### src/rtl/keypad_scan_debounce.sv
// 4x4 matrix keypad scanner: one-hot row drive, 2-flop column synchroniser, tick-based
// press/release debounce, and a registered key code with a single-cycle strobe per press.
module keypad_scan_debounce #(
  parameter int unsigned SCAN_DIV   = 50000,
  parameter int unsigned DEBOUNCE_N = 20
) (
  input  logic       clk,
  input  logic       btnres,
  input  logic [3:0] col,
  output logic [3:0] fil,
  output logic [3:0] tecla,
  output logic       key_valid,
  output logic       key_held
);

  localparam int unsigned TW = (SCAN_DIV > 1) ? $clog2(SCAN_DIV) : 1;
  localparam logic [TW-1:0] TICK_LAST = TW'(SCAN_DIV - 1);
  localparam logic [7:0] CNT_DONE = 8'(DEBOUNCE_N);

  typedef enum logic [1:0] {
    ST_SCAN     = 2'd0,
    ST_DEBOUNCE = 2'd1,
    ST_HELD     = 2'd2
  } state_t;

  function automatic logic is_onehot(input logic [3:0] v);
    return (v != 4'b0000) && ((v & (v - 4'b0001)) == 4'b0000);
  endfunction

  function automatic logic [3:0] key_code(input logic [1:0] row, input logic [3:0] col_oh);
    logic [1:0] ci;
    case (col_oh)
      4'b0001: ci = 2'd0;
      4'b0010: ci = 2'd1;
      4'b0100: ci = 2'd2;
      4'b1000: ci = 2'd3;
      default: ci = 2'd0;
    endcase
    case ({row, ci})
      4'b00_00: key_code = 4'd1;
      4'b00_01: key_code = 4'd2;
      4'b00_10: key_code = 4'd3;
      4'b00_11: key_code = 4'd10;
      4'b01_00: key_code = 4'd4;
      4'b01_01: key_code = 4'd5;
      4'b01_10: key_code = 4'd6;
      4'b01_11: key_code = 4'd11;
      4'b10_00: key_code = 4'd7;
      4'b10_01: key_code = 4'd8;
      4'b10_10: key_code = 4'd9;
      4'b10_11: key_code = 4'd12;
      4'b11_00: key_code = 4'd14;
      4'b11_01: key_code = 4'd0;
      4'b11_10: key_code = 4'd15;
      4'b11_11: key_code = 4'd13;
      default:  key_code = 4'd0;
    endcase
  endfunction

  logic [3:0]    col_meta_r, col_sync_r, col_lat_r;
  logic [TW-1:0] tick_cnt_r;
  logic          tick_s;
  state_t        state_r, state_nxt_s;
  logic [1:0]    row_r, row_nxt_s;
  logic [7:0]    cnt_r, cnt_nxt_s, cnt_inc_s;
  logic [3:0]    col_lat_nxt_s, fil_nxt_s, tecla_nxt_s;
  logic          valid_nxt_s, held_nxt_s;

  assign tick_s    = (tick_cnt_r == TICK_LAST);
  assign cnt_inc_s = cnt_r + 8'd1;

  // Column synchroniser
  always_ff @(posedge clk) begin
    if (btnres) begin
      col_meta_r <= 4'b0000;
      col_sync_r <= 4'b0000;
    end else begin
      col_meta_r <= col;
      col_sync_r <= col_meta_r;
    end
  end

  // Free-running scan tick divider
  always_ff @(posedge clk) begin
    if (btnres)      tick_cnt_r <= '0;
    else if (tick_s) tick_cnt_r <= '0;
    else             tick_cnt_r <= tick_cnt_r + TW'(1);
  end

  // State register
  always_ff @(posedge clk) begin
    if (btnres) state_r <= ST_SCAN;
    else        state_r <= state_nxt_s;
  end

  // Next-state logic; a mismatching debounce sample drops back to scanning without a strobe
  always_comb begin
    state_nxt_s = state_r;
    case (state_r)
      ST_SCAN: begin
        if (tick_s && is_onehot(col_sync_r)) state_nxt_s = ST_DEBOUNCE;
        else                                 state_nxt_s = ST_SCAN;
      end
      ST_DEBOUNCE: begin
        if (!tick_s)                      state_nxt_s = ST_DEBOUNCE;
        else if (col_sync_r != col_lat_r) state_nxt_s = ST_SCAN;
        else if (cnt_inc_s == CNT_DONE)   state_nxt_s = ST_HELD;
        else                              state_nxt_s = ST_DEBOUNCE;
      end
      ST_HELD: begin
        if (tick_s && (col_sync_r == 4'b0000) && (cnt_inc_s == CNT_DONE)) state_nxt_s = ST_SCAN;
        else                                                               state_nxt_s = ST_HELD;
      end
      default: state_nxt_s = ST_SCAN;
    endcase
  end

  // Datapath and output next values; row_r doubles as the latched row while fil is frozen
  always_comb begin
    fil_nxt_s     = fil;
    row_nxt_s     = row_r;
    col_lat_nxt_s = col_lat_r;
    cnt_nxt_s     = cnt_r;
    tecla_nxt_s   = tecla;
    valid_nxt_s   = 1'b0;
    held_nxt_s    = key_held;
    case (state_r)
      ST_SCAN: begin
        if (tick_s) begin
          if (is_onehot(col_sync_r)) begin
            col_lat_nxt_s = col_sync_r;
            cnt_nxt_s     = 8'd1;
          end else begin
            row_nxt_s = row_r + 2'd1;
            fil_nxt_s = {fil[2:0], fil[3]};
          end
        end else begin
          cnt_nxt_s = cnt_r;
        end
      end
      ST_DEBOUNCE: begin
        if (tick_s) begin
          if (col_sync_r == col_lat_r) begin
            if (cnt_inc_s == CNT_DONE) begin
              tecla_nxt_s = key_code(row_r, col_lat_r);
              valid_nxt_s = 1'b1;
              held_nxt_s  = 1'b1;
              cnt_nxt_s   = 8'd0;
            end else begin
              cnt_nxt_s = cnt_inc_s;
            end
          end else begin
            cnt_nxt_s = 8'd0;
          end
        end else begin
          cnt_nxt_s = cnt_r;
        end
      end
      ST_HELD: begin
        if (tick_s) begin
          if (col_sync_r == 4'b0000) begin
            if (cnt_inc_s == CNT_DONE) begin
              held_nxt_s = 1'b0;
              cnt_nxt_s  = 8'd0;
              row_nxt_s  = row_r + 2'd1;
              fil_nxt_s  = {fil[2:0], fil[3]};
            end else begin
              cnt_nxt_s = cnt_inc_s;
            end
          end else begin
            cnt_nxt_s = 8'd0;
          end
        end else begin
          cnt_nxt_s = cnt_r;
        end
      end
      default: begin
        cnt_nxt_s = 8'd0;
      end
    endcase
  end

  // Datapath and output registers
  always_ff @(posedge clk) begin
    if (btnres) begin
      fil       <= 4'b0001;
      row_r     <= 2'd0;
      col_lat_r <= 4'b0000;
      cnt_r     <= 8'd0;
      tecla     <= 4'd0;
      key_valid <= 1'b0;
      key_held  <= 1'b0;
    end else begin
      fil       <= fil_nxt_s;
      row_r     <= row_nxt_s;
      col_lat_r <= col_lat_nxt_s;
      cnt_r     <= cnt_nxt_s;
      tecla     <= tecla_nxt_s;
      key_valid <= valid_nxt_s;
      key_held  <= held_nxt_s;
    end
  end

endmodule
### config.mk
export PLATFORM = sky130hd
export DESIGN_NAME = keypad_scan_debounce
export DESIGN_NICKNAME = d
export VERILOG_FILES = /design/src/rtl/keypad_scan_debounce.sv
export SDC_FILE = /design/constraint.sdc
export NUM_CORES = 1
export LEC_CHECK = 0
export CORE_MARGIN = 2
export CORE_UTILIZATION = 45
export DETAILED_ROUTE_END_ITERATION = 10
export GPL_ROUTABILITY_DRIVEN = 0
export PLACE_DENSITY_LB_ADDON = 0.25
export SLEW_MARGIN = 20
export SYNTH_ARGS = -nofsm -noshare
export SYNTH_HDL_FRONTEND = slang
export SYNTH_SLANG_ARGS = --single-unit
### constraint.sdc
create_clock -name clk -period 1.95 [get_ports clk]
set_clock_uncertainty 0.1 [all_clocks]
set_input_delay 0.585 -clock clk [delete_from_list [all_inputs] [get_ports clk]]
set_output_delay 0.585 -clock clk [all_outputs]
set_load 0.02 [all_outputs]
==> key figures <==
Synthesis
  – Synth Register Bits: 50
  – Post-synth EDFFs: 0
  – Synth unique cells: 56
  – XOR/XNOR Fraction of Synth Area: 7.306%
  – Synth top area cells: dfxtp_1, xnor2_1, nor2_1
  – Mapped Cells: 272
  – YS warnings: 0
  – Share of the synthesized area in the top cell type: 39.76%
  – Top_reg_cell synth: dfxtp_1
  – Post-synthesis adder-cell area fraction: 3.877%
  – Sequential share of the synthesized area: 39.76%
  – Post-synthesis compound-gate area fraction: 13.82%
  – Synth Area in Simple Gates: 26.79%
  – Multiplexer share of the synthesized area: 4.920%
  – Async set-reset flop share out of synthesis: 0%
  – Cell taking the most area after synthesis: dfxtp_1
  – Avg Cell Area, Syn: 9.255 sq um
  – Main combinational cell family by area after synthesis: simple AND/OR/NAND/NOR gates
  – Syn Nets: 285
  – Synth Cell Area: 2517 sq um

Clocking
  – Clock root buffer: clkbuf_8
  – Worst-path clk slew: 0.10 ns
  – Worst skew pair latency: 0.31 ns
  – CTS tree: yes
  – Num CTS Buffers: 5
  – Max H-tree Level: 2
  – Clock sink count: 50
  – Clock Tree Buf Depth: 2

Critical path
  – Worst-path fanout max: 5
  – Worst setup SP type: flop
  – CP max-delay cell: dfxtp_2
  – Critical Path, Cell by Cell: ha_4 -> and4bb_2 -> nand4_1 -> a211oi_4 -> buf_12 -> mux2i_1 -> nand2_1
  – Crit. End Element: flop
  – WP data arrival: 2.08 ns
  – Slowest Stage Delay on Critical Path: 0.37 ns
  – Worst Path Class, Setup: flop to flop
  – Critical Path RT: 2.07 ns

Cells and area
  – Antenna Cells: 0
  – Most common cell after layout, fill and taps aside: buf_4
  – Most frequent cells in the layout: buf_4, dfxtp_1, nor2_1
  – Fin area: 3264 sq um
  – Non-filler cells, final: 402
  – Storage element area: 1012 sq um
  – Share of layout cells above drive strength 1: 27.58%
  – Fillers: 479
  – Post-layout net count: 342
  – Core Util, Final: 60.02%
  – Area grow syn2layout: 29.67%
  – Multi-input gate area: 1515 sq um

Die
  – Die height: 78.80 microns
  – IO Count: 16
  – Initial core utilization: 46.28%
  – Die X: 78.80 microns
  – Total core area: 5439 sq um
  – Die area: 6209 sq um
  – FP Rows: 27

Timing
  – F_max: 0.5113 GHz
  – Worst hold margin: 0.3372 ns
  – Final Critical Period: 1.956 ns
  – Final hold vios: 0
  – Slew Limit Fails: 0
  – Final worst path period share: 100.3%
  – Finish-stage setup viols: 1
  – RSZ-0062 raised after global routing: true
  – Worst-Margin Slew: 0.4494 ns
  – Slew Limit Headroom: 70.01%
  – Final setup margin: -0.005966 ns

Routing
  – WL final: 5439 microns
  – Drt wl/cell: 13.53 microns
  – Vias/cell: 5.333
  – Routed vias: 2,144
  – Initial DRC Count: 104
  – Final ANT Viol Nets: 0
  – Initial DRT Pass Iterations: 4
  – DR DRC count: 0

Placement
  – Final HPWL from detailed placement: 4010 microns
  – Placed Cells incl. Taps: 388
  – Port buffer count: 15
  – Cell Area, Placed: 3023 sq um

Power
  – Max rail drop VDD: 0.3617 mV
  – Pwr dens: 604.5 nW/um^2
  – Leakage: 1.292 nW
  – Total chip power: 0.001973 W

Global routing
  – First-pass GRT wire length: 9280 microns
  – Gr usage total: 18.79%
  – Initial antenna violation count: 0
  – Grt ovf: 0
  – Largest net degree at the start of global routing: 19
  – Vias in the first global route: 2,021

Min path
  – Hold WC Path Type: flop to flop

Run status
  – Status: finished, violations left
  – Violations in the final reports: setup timing

Job
  – Max-cap violations: 0
timing repair:
item | 4_1_cts | 5_1_grt
gates resized for setup | 11 | 28
setup endpoints to repair | 20 | 25
pin swaps | 5 | 9
buffers inserted | 1 | 5
hold buffers | 0 | 0
hold endpoints to repair | 0 | 0
stage by stage:
stage               setup TNS, ns  setup WS, ns
floorplan                       0       0.02404
global placement           -1.387       -0.1822
detailed placement         -1.844       -0.2332
CTS                      -0.08565      -0.04275
global route              -0.3700      -0.08158
finish                  -0.005966     -0.005966
logic make-up after synthesis:
group	Yosys count
AO/OA/AOI/OAI	46
XOR/XNOR	21
adder cells (fa/ha/maj)	8
buffers and inverters	23
flip-flops	50
multiplexers	11
AND/OR/NAND/NOR	113
registers in the layout (all words and copies together) (netlist names):
register    count
tecla           4
key_valid       1
state_r         2
fil             4
tick_cnt_r     16
col_meta_r      4
key_held        1
col_lat_r       4
row_r           2
col_sync_r      4
cnt_r           8
report_power, final:
part / total [W] / internal (W) / switching, W
clock network: 0.000654 / 0.000269 / 0.000385
registers: 0.00107 / 0.00104 / 0.0000236
logic: 0.000254 / 0.000106 / 0.000148
total: 0.00197 / 0.00142 / 0.000556
area by class of cell:
| class | instances | share of cell area, % |
|---|---|---|
| Timing Repair Buffer | 60 | 15.33 |
| Inverter | 13 | 1.495 |
| Clock buffer | 5 | 2.108 |
| Clock inverter | 3 | 0.8816 |
| Sequential cell | 50 | 31.01 |
| Multi-Input combinational cell | 199 | 46.42 |
| Tap cell | 72 | 2.760 |
per-layer routing:
metal / up-vias / global-route usage (%) / routed length (microns)
met5: - / 0 / 0
met1: 1011 / 24.82 / 2640
li1: 1097 / - / -
met2: 30 / 30.26 / 2594
met4: 0 / 6.491 / 69
met3: 6 / 4.318 / 135
worst max-delay path, delay by kind of cell (launching register included):
kind	cells	cell delay, ns
buffers and inverters	1	0.16
adder cells (fa/ha/maj)	1	0.14
AO/OA/AOI/OAI	1	0.35
AND/OR/NAND/NOR	3	0.57
multiplexers	1	0.18
flip-flops	1	0.37
synth_stat cells, drive strengths merged (2+ instances only):
| master | n |
|---|---|
| dfxtp | 50 |
| nor2 | 27 |
| nand2 | 19 |
| xnor2 | 14 |
| inv | 13 |
| nand3 | 13 |
| a21oi | 10 |
| mux2i | 9 |
| nor2b | 9 |
| a211oi | 8 |
| and3 | 8 |
| nand4 | 8 |
| nor3 | 8 |
| o21ai | 8 |
| ha | 7 |
| xor2 | 7 |
| clkbuf | 6 |
| nor4 | 5 |
| o22ai | 5 |
| and4 | 4 |
| buf | 4 |
| and4bb | 3 |
| nor4b | 2 |
| o2111ai | 2 |
| o211ai | 2 |
| or3 | 2 |
| or4b | 2 |
final timing paths:
check	startpoint	end	cells after the start	slack, ns
worst max-delay path	cnt_r[0]	fil[0]	7	-0.006
worst min-delay path	col_meta_r[3]	col_sync_r[3]	1	0.34
worst max register to register	cnt_r[0]	fil[0]	7	-0.006
worst min register to register	col_meta_r[3]	col_sync_r[3]	1	0.34
Note: power is estimated with default switching activity, not from simulation.
